**config.mk**
```make
export PLATFORM = sky130hd
export DESIGN_NAME = sram_port_arbiter
export DESIGN_NICKNAME = d
export VERILOG_FILES = /design/src/rtl/enclave_pkg.sv /design/src/rtl/sram_arb_starve_ctr.sv /design/src/rtl/sram_port_arbiter.sv
export SDC_FILE = /design/constraint.sdc
export NUM_CORES = 1
export LEC_CHECK = 0
export BUFFER_PORTS_ARGS = -buffer_cell sky130_fd_sc_hd__buf_2
export CAP_MARGIN = 20
export CELL_PAD_IN_SITES_DETAIL_PLACEMENT = 1
export CELL_PAD_IN_SITES_GLOBAL_PLACEMENT = 2
export CORE_MARGIN = 4
export CORE_UTILIZATION = 29
export CTS_CLUSTER_DIAMETER = 80
export DETAILED_ROUTE_END_ITERATION = 12
export GPL_TIMING_DRIVEN = 0
export MAX_ROUTING_LAYER = met4
export PLACE_DENSITY_LB_ADDON = 0.25
export SLEW_MARGIN = 20
export SYNTH_ARGS = -nofsm -noshare
export SYNTH_HDL_FRONTEND = slang
export SYNTH_SLANG_ARGS = --single-unit
```
**constraint.sdc**
```tcl
create_clock -name wb_clk_i -period 1.5 [get_ports wb_clk_i]
set_input_delay 0.15 -clock wb_clk_i [delete_from_list [all_inputs] [get_ports wb_clk_i]]
set_output_delay 0.15 -clock wb_clk_i [all_outputs]
set_load 0.005 [all_outputs]
```
**src/rtl/enclave_pkg.sv**
```systemverilog
// Shared types for the SRAM port arbiter: owner encoding, pipeline stage
// control structs and default address/data widths.
package enclave_pkg;

   localparam int ADDR_W_DEF = 8;
   localparam int DATA_W_DEF = 32;

   typedef enum logic {
      OWN_HOST = 1'b0,
      OWN_ENG  = 1'b1
   } owner_e;

   // Stage control fields; S1 address/data are parameter-width and live beside it.
   typedef struct packed {
      logic   valid;
      owner_e owner;
      logic   we;
   } s1_t;

   typedef struct packed {
      logic   valid;
      owner_e owner;
   } s2_t;

endpackage

```
**src/rtl/sram_arb_starve_ctr.sv**
```systemverilog
// Saturating count of consecutive engine denials; raises force_eng once the
// engine has waited STARVE_MAX cycles so the next arbitration goes its way.
module sram_arb_starve_ctr #(
   parameter int STARVE_MAX = 4
) (
   input  logic clk,
   input  logic rst_n,
   input  logic eng_req,
   input  logic eng_gnt,
   output logic force_eng
);

   localparam logic [3:0] LIMIT = 4'(STARVE_MAX);

   logic [3:0] count;

   always_ff @(posedge clk or negedge rst_n) begin
      if (!rst_n) begin
         count <= '0;
      end else if (!eng_req || eng_gnt) begin
         count <= '0;
      end else if (count != LIMIT) begin
         count <= count + 4'd1;
      end
   end

   assign force_eng = eng_req & (count == LIMIT);

endmodule

```
**src/rtl/sram_port_arbiter.sv**
```systemverilog
// Host/engine arbiter for a single-port 1-cycle SRAM with an in-order read
// return pipeline. Define ARB_STARVE_GUARD_EN to enable the engine starvation guard.
module sram_port_arbiter
   import enclave_pkg::*;
#(
   parameter int ADDR_W     = ADDR_W_DEF,
   parameter int DATA_W     = DATA_W_DEF,
   parameter int STARVE_MAX = 4
) (
   input  logic              wb_clk_i,
   input  logic              wb_rst_ni,
   input  logic              host_req_i,
   input  logic              host_we_i,
   input  logic [ADDR_W-1:0] host_addr_i,
   input  logic [DATA_W-1:0] host_wdata_i,
   output logic              host_gnt_o,
   output logic              host_rvalid_o,
   output logic [DATA_W-1:0] host_rdata_o,
   input  logic              eng_req_i,
   input  logic              eng_we_i,
   input  logic [ADDR_W-1:0] eng_addr_i,
   input  logic [DATA_W-1:0] eng_wdata_i,
   output logic              eng_gnt_o,
   output logic              eng_rvalid_o,
   output logic [DATA_W-1:0] eng_rdata_o,
   output logic              sram_csb_o,
   output logic              sram_web_o,
   output logic [ADDR_W-1:0] sram_addr_o,
   output logic [DATA_W-1:0] sram_din_o,
   input  logic [DATA_W-1:0] sram_dout_i,
   output logic              busy_o
);

   logic              force_eng;
   logic              host_gnt;
   logic              eng_gnt;
   logic              sel_we;
   logic [ADDR_W-1:0] sel_addr;
   logic [DATA_W-1:0] sel_wdata;

   s1_t               s1;
   logic [ADDR_W-1:0] s1_addr;
   logic [DATA_W-1:0] s1_wdata;
   s2_t               s2;

   logic              host_rvalid;
   logic [DATA_W-1:0] host_rdata;
   logic              eng_rvalid;
   logic [DATA_W-1:0] eng_rdata;

`ifdef ARB_STARVE_GUARD_EN
   sram_arb_starve_ctr #(
      .STARVE_MAX (STARVE_MAX)
   ) u_starve_ctr (
      .clk       (wb_clk_i),
      .rst_n     (wb_rst_ni),
      .eng_req   (eng_req_i),
      .eng_gnt   (eng_gnt),
      .force_eng (force_eng)
   );
`else
   logic [31:0] unused_starve_max;
   assign unused_starve_max = 32'(STARVE_MAX);
   assign force_eng         = 1'b0;
`endif

   // Grants are held low during reset so nothing is accepted while S1 is cleared.
   always_comb begin
      host_gnt  = wb_rst_ni & host_req_i & ~force_eng;
      eng_gnt   = wb_rst_ni & eng_req_i & (~host_req_i | force_eng);
      sel_we    = host_we_i;
      sel_addr  = host_addr_i;
      sel_wdata = host_wdata_i;
      if (eng_gnt) begin
         sel_we    = eng_we_i;
         sel_addr  = eng_addr_i;
         sel_wdata = eng_wdata_i;
      end
   end

   always_ff @(posedge wb_clk_i or negedge wb_rst_ni) begin
      if (!wb_rst_ni) begin
         s1          <= '0;
         s1_addr     <= '0;
         s1_wdata    <= '0;
         s2          <= '0;
         host_rvalid <= 1'b0;
         host_rdata  <= '0;
         eng_rvalid  <= 1'b0;
         eng_rdata   <= '0;
      end else begin
         s1.valid <= host_gnt | eng_gnt;
         s1.owner <= eng_gnt ? OWN_ENG : OWN_HOST;
         s1.we    <= sel_we;
         // Address/data only move on a grant so an idle SRAM sees no toggling.
         if (host_gnt || eng_gnt) begin
            s1_addr  <= sel_addr;
            s1_wdata <= sel_wdata;
         end
         s2.valid    <= s1.valid & ~s1.we;
         s2.owner    <= s1.owner;
         host_rvalid <= s2.valid & (s2.owner == OWN_HOST);
         eng_rvalid  <= s2.valid & (s2.owner == OWN_ENG);
         if (s2.valid && s2.owner == OWN_HOST) begin
            host_rdata <= sram_dout_i;
         end
         if (s2.valid && s2.owner == OWN_ENG) begin
            eng_rdata <= sram_dout_i;
         end
      end
   end

   assign host_gnt_o    = host_gnt;
   assign eng_gnt_o     = eng_gnt;
   assign host_rvalid_o = host_rvalid;
   assign host_rdata_o  = host_rdata;
   assign eng_rvalid_o  = eng_rvalid;
   assign eng_rdata_o   = eng_rdata;
   assign sram_csb_o    = ~s1.valid;
   assign sram_web_o    = ~(s1.valid & s1.we);
   assign sram_addr_o   = s1_addr;
   assign sram_din_o    = s1_wdata;
   assign busy_o        = s1.valid | s2.valid;

endmodule

```
==> flow_metrics.py <==
metrics = {
    "synth": {
        "synth_top_family_by_area": "multiplexers",
        "synth.distinct_cells": 16,
        "yosysMostFrequentCell": "dfrtp_1",
        "netlist_top_cells_count": "dfrtp_1, mux2_2, nand4bb_1, o221a_2",
        "syn_avg_cell_area_um2": 15.7,
        "synth-compound-area-share_pct": 9.91,
        "synth-simple-area-share_pct": 10.6,
        "synth-seq-cells": 111,
        "muxShareOfSynthArea_pct": 15.9,
        "yosysTopAreaCellShare_pct": 60.1,
        "async_flop_share_pct": 100,
        "synth_xor_area_share_pct": 0,
        "postSynthCellCount": 294,
        "synth_warnings": 0,
        "synth_adder_area_share_pct": 0,
        "syn_area_um2": 4620,
        "yosysSeqAreaShare_pct": 60.1,
        "ys_top_cells_by_area": "dfrtp_1, mux2_2, nand4bb_1",
        "synth_nets": 412,
        "synth_edf_count": 0,
        "synth_area_leader_cell": "dfrtp_1",
        "synthFlopType": "dfrtp_1",
    },
    "sta": {
        "holdWs_ns": -0.140,
        "min_period_ns": 1.40,
        "final.setup_skew_ns": 0.00402,
        "tightest_slew_ns": 0.491,
        "setup_violations": 0,
        "drv_slew": 0,
        "setup_tns_ns": 0,
        "fin_crit_sh_pct": 93.0,
        "rsz0062_at_grt": "no",
        "relSlewSlack_pct": 67.3,
        "timing.final.ws_setup_ns": 0.105,
        "fmax_mhz": 717,
        "hold_viol_final": 75,
    },
    "cts": {
        "insertion_delay_ns": 0.34,
        "htree_levels": 3,
        "clockBufferDepth": 2,
        "hold_buffers": 3,
        "cts_root_buf": "clkbuf_16",
        "cts-resized-gates": 0,
        "cts_tree": "yes",
        "clock_sinks": 111,
        "post_cts_buffers": 0,
        "cts_buffers": 9,
        "clkTransAtPathRegs_ns": 0.07,
    },
    "flow_run": {
        "cap_violations": 0,
    },
    "route": {
        "drt_pass1_iterations": 6,
        "routed_wl_um": 14200,
        "drt-initial-drc-count": 143,
        "wl_per_cell_um": 18.8,
        "routed_via_density": 4.73,
        "antenna_left": 0,
        "dr_total_vias": 3560,
        "drc": 0,
    },
    "floorplanning": {
        "die_area_um2": 18000,
        "start_util_pct": 30.0,
        "fp.dieW_um": 134,
        "row_count": 45,
        "ioPinCount": 229,
        "die_h_um": 134,
        "core-area_um2": 15400,
    },
    "status": {
        "failed_checks": "hold timing",
        "status": "finished with violations",
    },
    "power": {
        "ir_drop_mv": 0.518,
        "powerDensity_nw_per_um2": 1230,
        "power_leakage_nw": 2.94,
    },
    "finish": {
        "drive_above_1_share_pct": 68.4,
        "syn_to_final_growth_pct": 38.4,
        "finalCoreUtilization_pct": 41.5,
        "layout.nets": 655,
        "nFillCells": 1724,
    },
    "placement": {
        "dp_slack_ns": -0.343,
        "place_hpwl_um": 10700,
        "portBuffers": 228,
        "place_congestion": 0.741,
    },
    "setup_path": {
        "cp_max_fo": 10,
        "path_buf_inv": 1,
        "max_stage_delay_ns": 0.39,
        "endpoint_kind": "flip-flop",
        "slowest_stage": "dfrtp_1",
        "worstPathCellList": "nand2_1, buf_2, mux2_2",
        "worst_ep_arrival_time_ns": 1.62,
        "crit_type": "reg -> reg",
        "critPathTopFamily": "flip-flops",
        "worstPathRequired_ns": 1.73,
        "start_kind": "flip-flop",
    },
    "global_routing": {
        "grt_max_degree": 77,
        "antenna_found_initial": 0,
        "track_usage_pct": 15.9,
        "grt_pass1_wl_um": 21900,
        "grt.overflow.total": 0,
        "grt_pass1_vias": 3930,
    },
    "worst_hold_path": {
        "hold_class": "in -> async",
    },
}
-- registers in the layout, indices dropped and copies added (netlist names) --
name           flops
eng_rdata_o       32
host_rdata_o      32
sram_din_o        32
sram_addr_o        8
s1                 3
s2                 2
eng_rvalid_o       1
host_rvalid_o      1
-- per-stage QoR --
stage | cell area [um^2] | hold slack, ns | cells | power (W)
final | 6400 | -0.140 | 753 | 0.00785
after global routing | 6390 | -0.119 | 752 | 0.00831
after CTS | 6390 | -0.110 | 752 | 0.00800
after detailed placement | 6060 | 0.0941 | 734 | 0.00564
after global placement | 6030 | 0.341 | 733 | 0.00555
after floorplan | 4620 | -0.146 | 294 | 0.00460
-- final cells by class --
type | count | area (um^2) | share of cell area (%)
plain buffers | 27 | 151 | 2.37
well taps | 211 | 264 | 4.13
clock buffers | 11 | 253 | 3.95
repair buffers | 232 | 1220 | 19.2
diodes | 1 | 2.50 | 0.0391
clock inverters | 4 | 30.0 | 0.469
flip-flops and latches | 111 | 2780 | 43.4
multi-input cells | 153 | 1680 | 26.3
inverters | 3 | 11.3 | 0.176
-- kinds of logic (layout without fill, tap and decap cells) --
kind of cell,count (synthesis),count (layout)
DFF,111,111
muxes,65,65
and+or+nand+nor,47,47
AOI/OAI and AO/OA,41,41
buffers and inverters,30,277
other,0,1
-- per-layer routing --
metal | vias to the layer above | GRT usage (%) | part of all wire [%]
met1 | 1763 | 20.3 | 44
met3 | 13 | 3.64 | 6.9
met4 | 0 | 4.92 | 1.4
li1 | 1631 | - | -
met5 | - | - | 0
met2 | 153 | 25.4 | 48
-- placed cells by master (no fill, tap or decap), types with 2 or more instances in the layout --
cell type and instances:
buf_12 2, buf_2 237, buf_4 4, buf_6 4, clkbuf_1 10, clkbuf_16 9
clkbuf_8 2, dfrtp_1 111, inv_1 3, mux2_2 64, nand2_1 3, nand4bb_1 40
o221a_2 40
-- path summary, 6_finish.rpt --
path,from,end,slack [ns],cells after the start
max,s2[1]$_DFF_PN0_,eng_rdata_o[28]$_DFFE_PN0P_,0.10,3
min,wb_rst_ni,host_rdata_o[16]$_DFFE_PN0P_,-0.14,2
max reg2reg,s2[1]$_DFF_PN0_,eng_rdata_o[28]$_DFFE_PN0P_,0.10,3
min reg2reg,s1[1]$_DFF_PN0_,s2[0]$_DFF_PN0_,0.37,0
max in group asynchronous,wb_rst_ni,sram_din_o[8]$_DFFE_PN0P_,0.78,4
min in group wb_clk_i,sram_dout_i[27],eng_rdata_o[27]$_DFFE_PN0P_,0.05,2
-- power by group --
group	switching, W	total (W)	internal [W]
registers	0.000280	0.00382	0.00355
clock network	0.00108	0.00230	0.00122
logic	0.000720	0.00173	0.00101
No activity file was read; power rests on OpenSTA's default activity.
